## config.mk

```make
export PLATFORM = sky130hd
export DESIGN_NAME = hv_owt_reg_responder
export DESIGN_NICKNAME = d
export VERILOG_FILES = /design/src/rtl/lv_hv_owt_pkg.sv /design/src/rtl/hv_owt_reg_responder.sv
export SDC_FILE = /design/constraint.sdc
export NUM_CORES = 1
export LEC_CHECK = 0
export CAP_MARGIN = 5
export CORE_ASPECT_RATIO = 0.75
export CORE_MARGIN = 4
export CORE_UTILIZATION = 45
export CTS_CLUSTER_DIAMETER = 150
export CTS_CLUSTER_SIZE = 12
export DETAILED_ROUTE_END_ITERATION = 8
export DONT_BUFFER_PORTS = 1
export GPL_TIMING_DRIVEN = 0
export HOLD_SLACK_MARGIN = 0.15
export REMOVE_ABC_BUFFERS = 1
export SLEW_MARGIN = 20
export SYNTH_ARGS = -nofsm -noshare
export SYNTH_HDL_FRONTEND = slang
export SYNTH_SLANG_ARGS = --single-unit
export TNS_END_PERCENT = 5
```

## constraint.sdc

```tcl
create_clock -name i_clk -period 2.2 [get_ports i_clk]
set_input_delay 0.33 -clock i_clk [delete_from_list [all_inputs] [get_ports i_clk]]
set_output_delay 0.33 -clock i_clk [all_outputs]
set_load 0.01 [all_outputs]
```

## src/rtl/lv_hv_owt_pkg.sv

```systemverilog
// Shared LV/HV one-wire transport definitions: response status codes,
// HV responder FSM states and the HV register address range.
package lv_hv_owt_pkg;

    typedef enum logic [1:0] {
        OK       = 2'b00,
        ADDR_ERR = 2'b10,
        TMO      = 2'b11
    } owt_rsp_status_e;

    typedef enum logic [1:0] {
        ST_IDLE = 2'd0,
        ST_ACC  = 2'd1,
        ST_RSP  = 2'd2
    } owt_rsp_state_e;

    // Reused on the LV side for HV_ANALOG range checks
    localparam logic [6:0] HV_REG_ADDR_MAX = 7'h1F;

endpackage

```

## src/rtl/hv_owt_reg_responder.sv

```systemverilog
// HV-side OWT register-access responder: runs one decoded request frame
// against the HV register bank and returns a write echo or read data.
module hv_owt_reg_responder
    import lv_hv_owt_pkg::*;
#(
    parameter int unsigned        REG_AW          = 7,
    parameter int unsigned        REG_DW          = 8,
    parameter logic [REG_AW-1:0]  HV_REG_ADDR_MAX = lv_hv_owt_pkg::HV_REG_ADDR_MAX,
    parameter int unsigned        REG_TMO_CYC     = 64
) (
    input  logic              i_clk,
    input  logic              i_rst_n,
    input  logic              i_owt_rx_vld,
    input  logic              i_owt_rx_wr,
    input  logic [REG_AW-1:0] i_owt_rx_addr,
    input  logic [REG_DW-1:0] i_owt_rx_data,
    input  logic              i_owt_rx_crc_err,
    output logic              o_hrc_reg_wen,
    output logic              o_hrc_reg_ren,
    output logic [REG_AW-1:0] o_hrc_reg_addr,
    output logic [REG_DW-1:0] o_hrc_reg_wdata,
    input  logic              i_reg_hrc_wack,
    input  logic              i_reg_hrc_rack,
    input  logic [REG_DW-1:0] i_reg_hrc_rdata,
    output logic              o_owt_tx_req,
    output logic              o_owt_tx_wr,
    output logic [REG_AW-1:0] o_owt_tx_addr,
    output logic [REG_DW-1:0] o_owt_tx_data,
    output logic [1:0]        o_owt_tx_status,
    input  logic              i_owt_tx_ack,
    output logic              o_busy,
    output logic              o_rx_drop,
    output logic              o_tmo_err
);

    localparam int unsigned TW = $clog2(REG_TMO_CYC + 1);

    owt_rsp_state_e    r_state;
    owt_rsp_status_e   r_tx_status;
    logic              r_wr;
    logic              r_wen;
    logic              r_ren;
    logic [REG_AW-1:0] r_hrc_addr;
    logic [REG_DW-1:0] r_hrc_wdata;
    logic              r_tx_req;
    logic              r_tx_wr;
    logic [REG_AW-1:0] r_tx_addr;
    logic [REG_DW-1:0] r_tx_data;
    logic              r_busy;
    logic              r_rx_drop;
    logic              r_tmo_err;
    logic [TW-1:0]     r_tmr;

    logic              w_ack;
    logic [TW-1:0]     w_tmr_nxt;
    logic              w_tmo;

    // Only the ack matching the latched request type completes the access
    assign w_ack     = r_wr ? i_reg_hrc_wack : i_reg_hrc_rack;
    assign w_tmr_nxt = r_tmr + 1'b1;
    assign w_tmo     = (w_tmr_nxt == TW'(REG_TMO_CYC));

    always_ff @(posedge i_clk or negedge i_rst_n) begin
        if (!i_rst_n) begin
            r_state     <= ST_IDLE;
            r_tx_status <= OK;
            r_wr        <= 1'b0;
            r_wen       <= 1'b0;
            r_ren       <= 1'b0;
            r_hrc_addr  <= '0;
            r_hrc_wdata <= '0;
            r_tx_req    <= 1'b0;
            r_tx_wr     <= 1'b0;
            r_tx_addr   <= '0;
            r_tx_data   <= '0;
            r_busy      <= 1'b0;
            r_rx_drop   <= 1'b0;
            r_tmo_err   <= 1'b0;
            r_tmr       <= '0;
        end else begin
            r_rx_drop <= 1'b0;
            r_tmo_err <= 1'b0;
            case (r_state)
                ST_IDLE: begin
                    if (i_owt_rx_vld) begin
                        if (i_owt_rx_crc_err) begin
                            r_rx_drop <= 1'b1;
                        end else if (i_owt_rx_addr > HV_REG_ADDR_MAX) begin
                            r_wr        <= i_owt_rx_wr;
                            r_tx_wr     <= i_owt_rx_wr;
                            r_tx_addr   <= i_owt_rx_addr;
                            r_tx_data   <= '0;
                            r_tx_status <= ADDR_ERR;
                            r_tx_req    <= 1'b1;
                            r_busy      <= 1'b1;
                            r_state     <= ST_RSP;
                        end else begin
                            r_wr        <= i_owt_rx_wr;
                            r_hrc_addr  <= i_owt_rx_addr;
                            r_hrc_wdata <= i_owt_rx_data;
                            r_wen       <= i_owt_rx_wr;
                            r_ren       <= ~i_owt_rx_wr;
                            r_tmr       <= '0;
                            r_busy      <= 1'b1;
                            r_state     <= ST_ACC;
                        end
                    end
                end
                ST_ACC: begin
                    if (i_owt_rx_vld) r_rx_drop <= 1'b1;
                    // Ack is checked first so it wins over a same-cycle expiry
                    if (w_ack || w_tmo) begin
                        r_wen     <= 1'b0;
                        r_ren     <= 1'b0;
                        r_tmr     <= '0;
                        r_tx_wr   <= r_wr;
                        r_tx_addr <= r_hrc_addr;
                        r_tx_req  <= 1'b1;
                        r_state   <= ST_RSP;
                        if (w_ack) begin
                            r_tx_data   <= r_wr ? r_hrc_wdata : i_reg_hrc_rdata;
                            r_tx_status <= OK;
                        end else begin
                            r_tx_data   <= '0;
                            r_tx_status <= TMO;
                            r_tmo_err   <= 1'b1;
                        end
                    end else begin
                        r_tmr <= w_tmr_nxt;
                    end
                end
                ST_RSP: begin
                    if (i_owt_rx_vld) r_rx_drop <= 1'b1;
                    if (i_owt_tx_ack) begin
                        r_tx_req <= 1'b0;
                        r_busy   <= 1'b0;
                        r_state  <= ST_IDLE;
                    end
                end
                default: begin
                    r_wen    <= 1'b0;
                    r_ren    <= 1'b0;
                    r_tx_req <= 1'b0;
                    r_busy   <= 1'b0;
                    r_state  <= ST_IDLE;
                end
            endcase
        end
    end

    assign o_hrc_reg_wen   = r_wen;
    assign o_hrc_reg_ren   = r_ren;
    assign o_hrc_reg_addr  = r_hrc_addr;
    assign o_hrc_reg_wdata = r_hrc_wdata;
    assign o_owt_tx_req    = r_tx_req;
    assign o_owt_tx_wr     = r_tx_wr;
    assign o_owt_tx_addr   = r_tx_addr;
    assign o_owt_tx_data   = r_tx_data;
    assign o_owt_tx_status = r_tx_status;
    assign o_busy          = r_busy;
    assign o_rx_drop       = r_rx_drop;
    assign o_tmo_err       = r_tmo_err;

endmodule
```

==> reports/results.ini <==
[yosys]
avgSynthCellArea_um2=11.3
netlist_area_mm2=0.00238
yosys.area.top_type=dfrtp_1
synth_edf_count=0
synth-seq-cells=49
yosys_warnings=0
ys_top_cells_by_count=dfrtp_1, nand2_1, o21ai_0, mux2i_1, mux2_2
yosysMostFrequentCell=dfrtp_1
synthFlopType=dfrtp_1
ys_types=44
yosysSeqAreaShare=0.515
netlist_instances=210
synthArstFlopShare=1.00
synth_area_leaders=dfrtp_1, mux2i_1, mux2_2
synth_top_cell_area_share=0.515

[pwr]
leakagePower_nw=1.13
p_per_area_mw_per_mm2=1120
ir_worst_vdd_v=0.000607

[floorplanning]
die_h_um=71.0
core_area_mm2=0.00501
die_w_um=92.0
fp-row-count=22
die_area_mm2=0.00653
io_pins=70
initial_core_util=0.475

[grt]
grt_use_total=0.175
grt_antenna_before_repair=0
grt_pass1_wl_um=8840
grt_pass1_vias=1710
grt_max_degree=50
grt-ovfl-total=0

[clocking]
numCtsBuffers=5
cts_root_buf=clkbuf_8
h-tree-depth=2
clkLatencyLatePin_ps=300
clockBufferDepth=2
clk_pin_slew_ps=90
cts_sinks=49
cts_tree=yes

[timing]
period_needed_ps=2080
worst_pin_slew_ps=498
fmax_ghz=0.480
finalSetupViolCount=0
finalMaxSlewViolations=0
rsz0062_at_grt=yes
hold_viol_final=0
finClkSkew_ps=6.25
finalCritPeriodShare=0.947
maxSlewHeadroom=0.665

[run]
maxCapViolCount=0

[setup_path]
end_kind=register
crit_fanout=14
arrival_ps=2330
required_ps=2440
startpoint_type=register
worstSetupPathType=reg -> reg

[route]
drc_errors=0
viasPerCell=5.69
ant_nets=0
drtIter0Drc=70
drt-pass1-iter-count=4
drt_wl_total_um=5450
vias=1622
wire_per_inst_um=19.1

[final_layout]
final_area_mm2=0.00267
nets=248
finalNonFillerCells=285
drive_above_1_share=0.235
insertedDiodeCount=0
syn2layout_area_growth_pct=12.0

[place]
dp_hpwl_um=3910
placed_cell_area_mm2=0.00244
globalplace.congestion=0.916
placed_cells_incl_taps=274
io_buffers=0

[status]
status=completed

[min_path]
min_path_type=in -> reg

[path summary, 6_finish.rpt]
| path | startpoint | end | slack [ps] | cells past startpoint |
|---|---|---|---|---|
| min in group asynchronous | i_rst_n | o_hrc_reg_addr[6] | 540 | 2 |
| worst max-delay path | r_state[1] | r_tmr[3] | 120 | 6 |
| max in group asynchronous | i_rst_n | r_wr | 1450 | 2 |
| worst max register to register | r_state[1] | r_tmr[3] | 120 | 6 |
| worst min register to register | r_tmr[2] | r_tmr[2] | 540 | 1 |
| worst min-delay path | i_owt_rx_addr[2] | o_hrc_reg_addr[2] | 170 | 1 |
[cell families after synthesis]
group / share of synthesized area
AND/OR/NAND/NOR: 0.154
flip-flops: 0.515
AO/OA/AOI/OAI: 0.134
multiplexers: 0.142
buffers and inverters: 0.0279
adder cells (fa/ha/maj): 0.0263
[report_power, final]
part / internal, mW / switching [mW]
Combinational: 0.385 / 0.373
Clock: 0.370 / 0.301
Sequential: 1.17 / 0.392
[cell usage in the layout (no fill, tap or decap), types with 6 or more instances in the layout]
cell       n
clkbuf_8   6
nand2_1   26
nand3_1    6
mux2i_1   17
mux2_2    15
nor2_1     7
dfrtp_1   48
o21ai_0   17
[sequential cells by signal, summed over array words and instances (netlist names), 2 cells and up]
signal,count
o_hrc_reg_addr,7
o_owt_tx_status,2
r_tmr,7
o_owt_tx_data,8
o_owt_tx_addr,7
o_hrc_reg_wdata,8
r_state,2
[timing repair]
item                                   in CTS  in global routing
gates resized for setup                     8                  4
setup endpoints to repair                  43                 22
hold buffers                                2                  0
endpoints found under the hold margin      49                  0
pin swaps                                   1                  0
buffers inserted                            1                  0
[critical path, cell delays in order, from the launching register on]
cell and delay (ps):
dfrtp_1 430, inv_1 160, ha_4 290, nand2_1 270, or3_4 530, o21ai_0 190
a22o_2 160
[through the flow]
stage | hold slack, ps | worst slack, ps | utilization | power (mW) | TNS, ps
2_1_floorplan | 34.4 | -747 | - | 2.04 | -12750
3_3_place_gp | 35.5 | -1510 | 0.483 | 2.18 | -29140
3_5_place_dp | 35.3 | -495 | 0.488 | 2.26 | -12670
4_1_cts | 164 | 36.4 | 0.527 | 2.99 | 0
5_1_grt | 150 | -10.5 | 0.532 | 3.19 | -20.8
6_report | 171 | 116 | 0.532 | 2.99 | 0
[routing by layer]
metal / wire (um) / vias up / track usage
met5: 0 / - / 0
met4: 74 / 0 / 0.0659
met3: 536 / 8 / 0.0786
met2: 2510 / 56 / 0.272
met1: 2330 / 800 / 0.214
li1: - / 758 / -
[layout make-up]
type	instances	area (um^2)
tap	72	90.1
fill	459	2340
clock inverter	2	37.5
sequential	49	1230
timing repair buffer	4	60.1
clock buffer	6	82.6
multi-input combinational	148	1150
inverter	4	15.0
(Power assumes the default switching activity.)
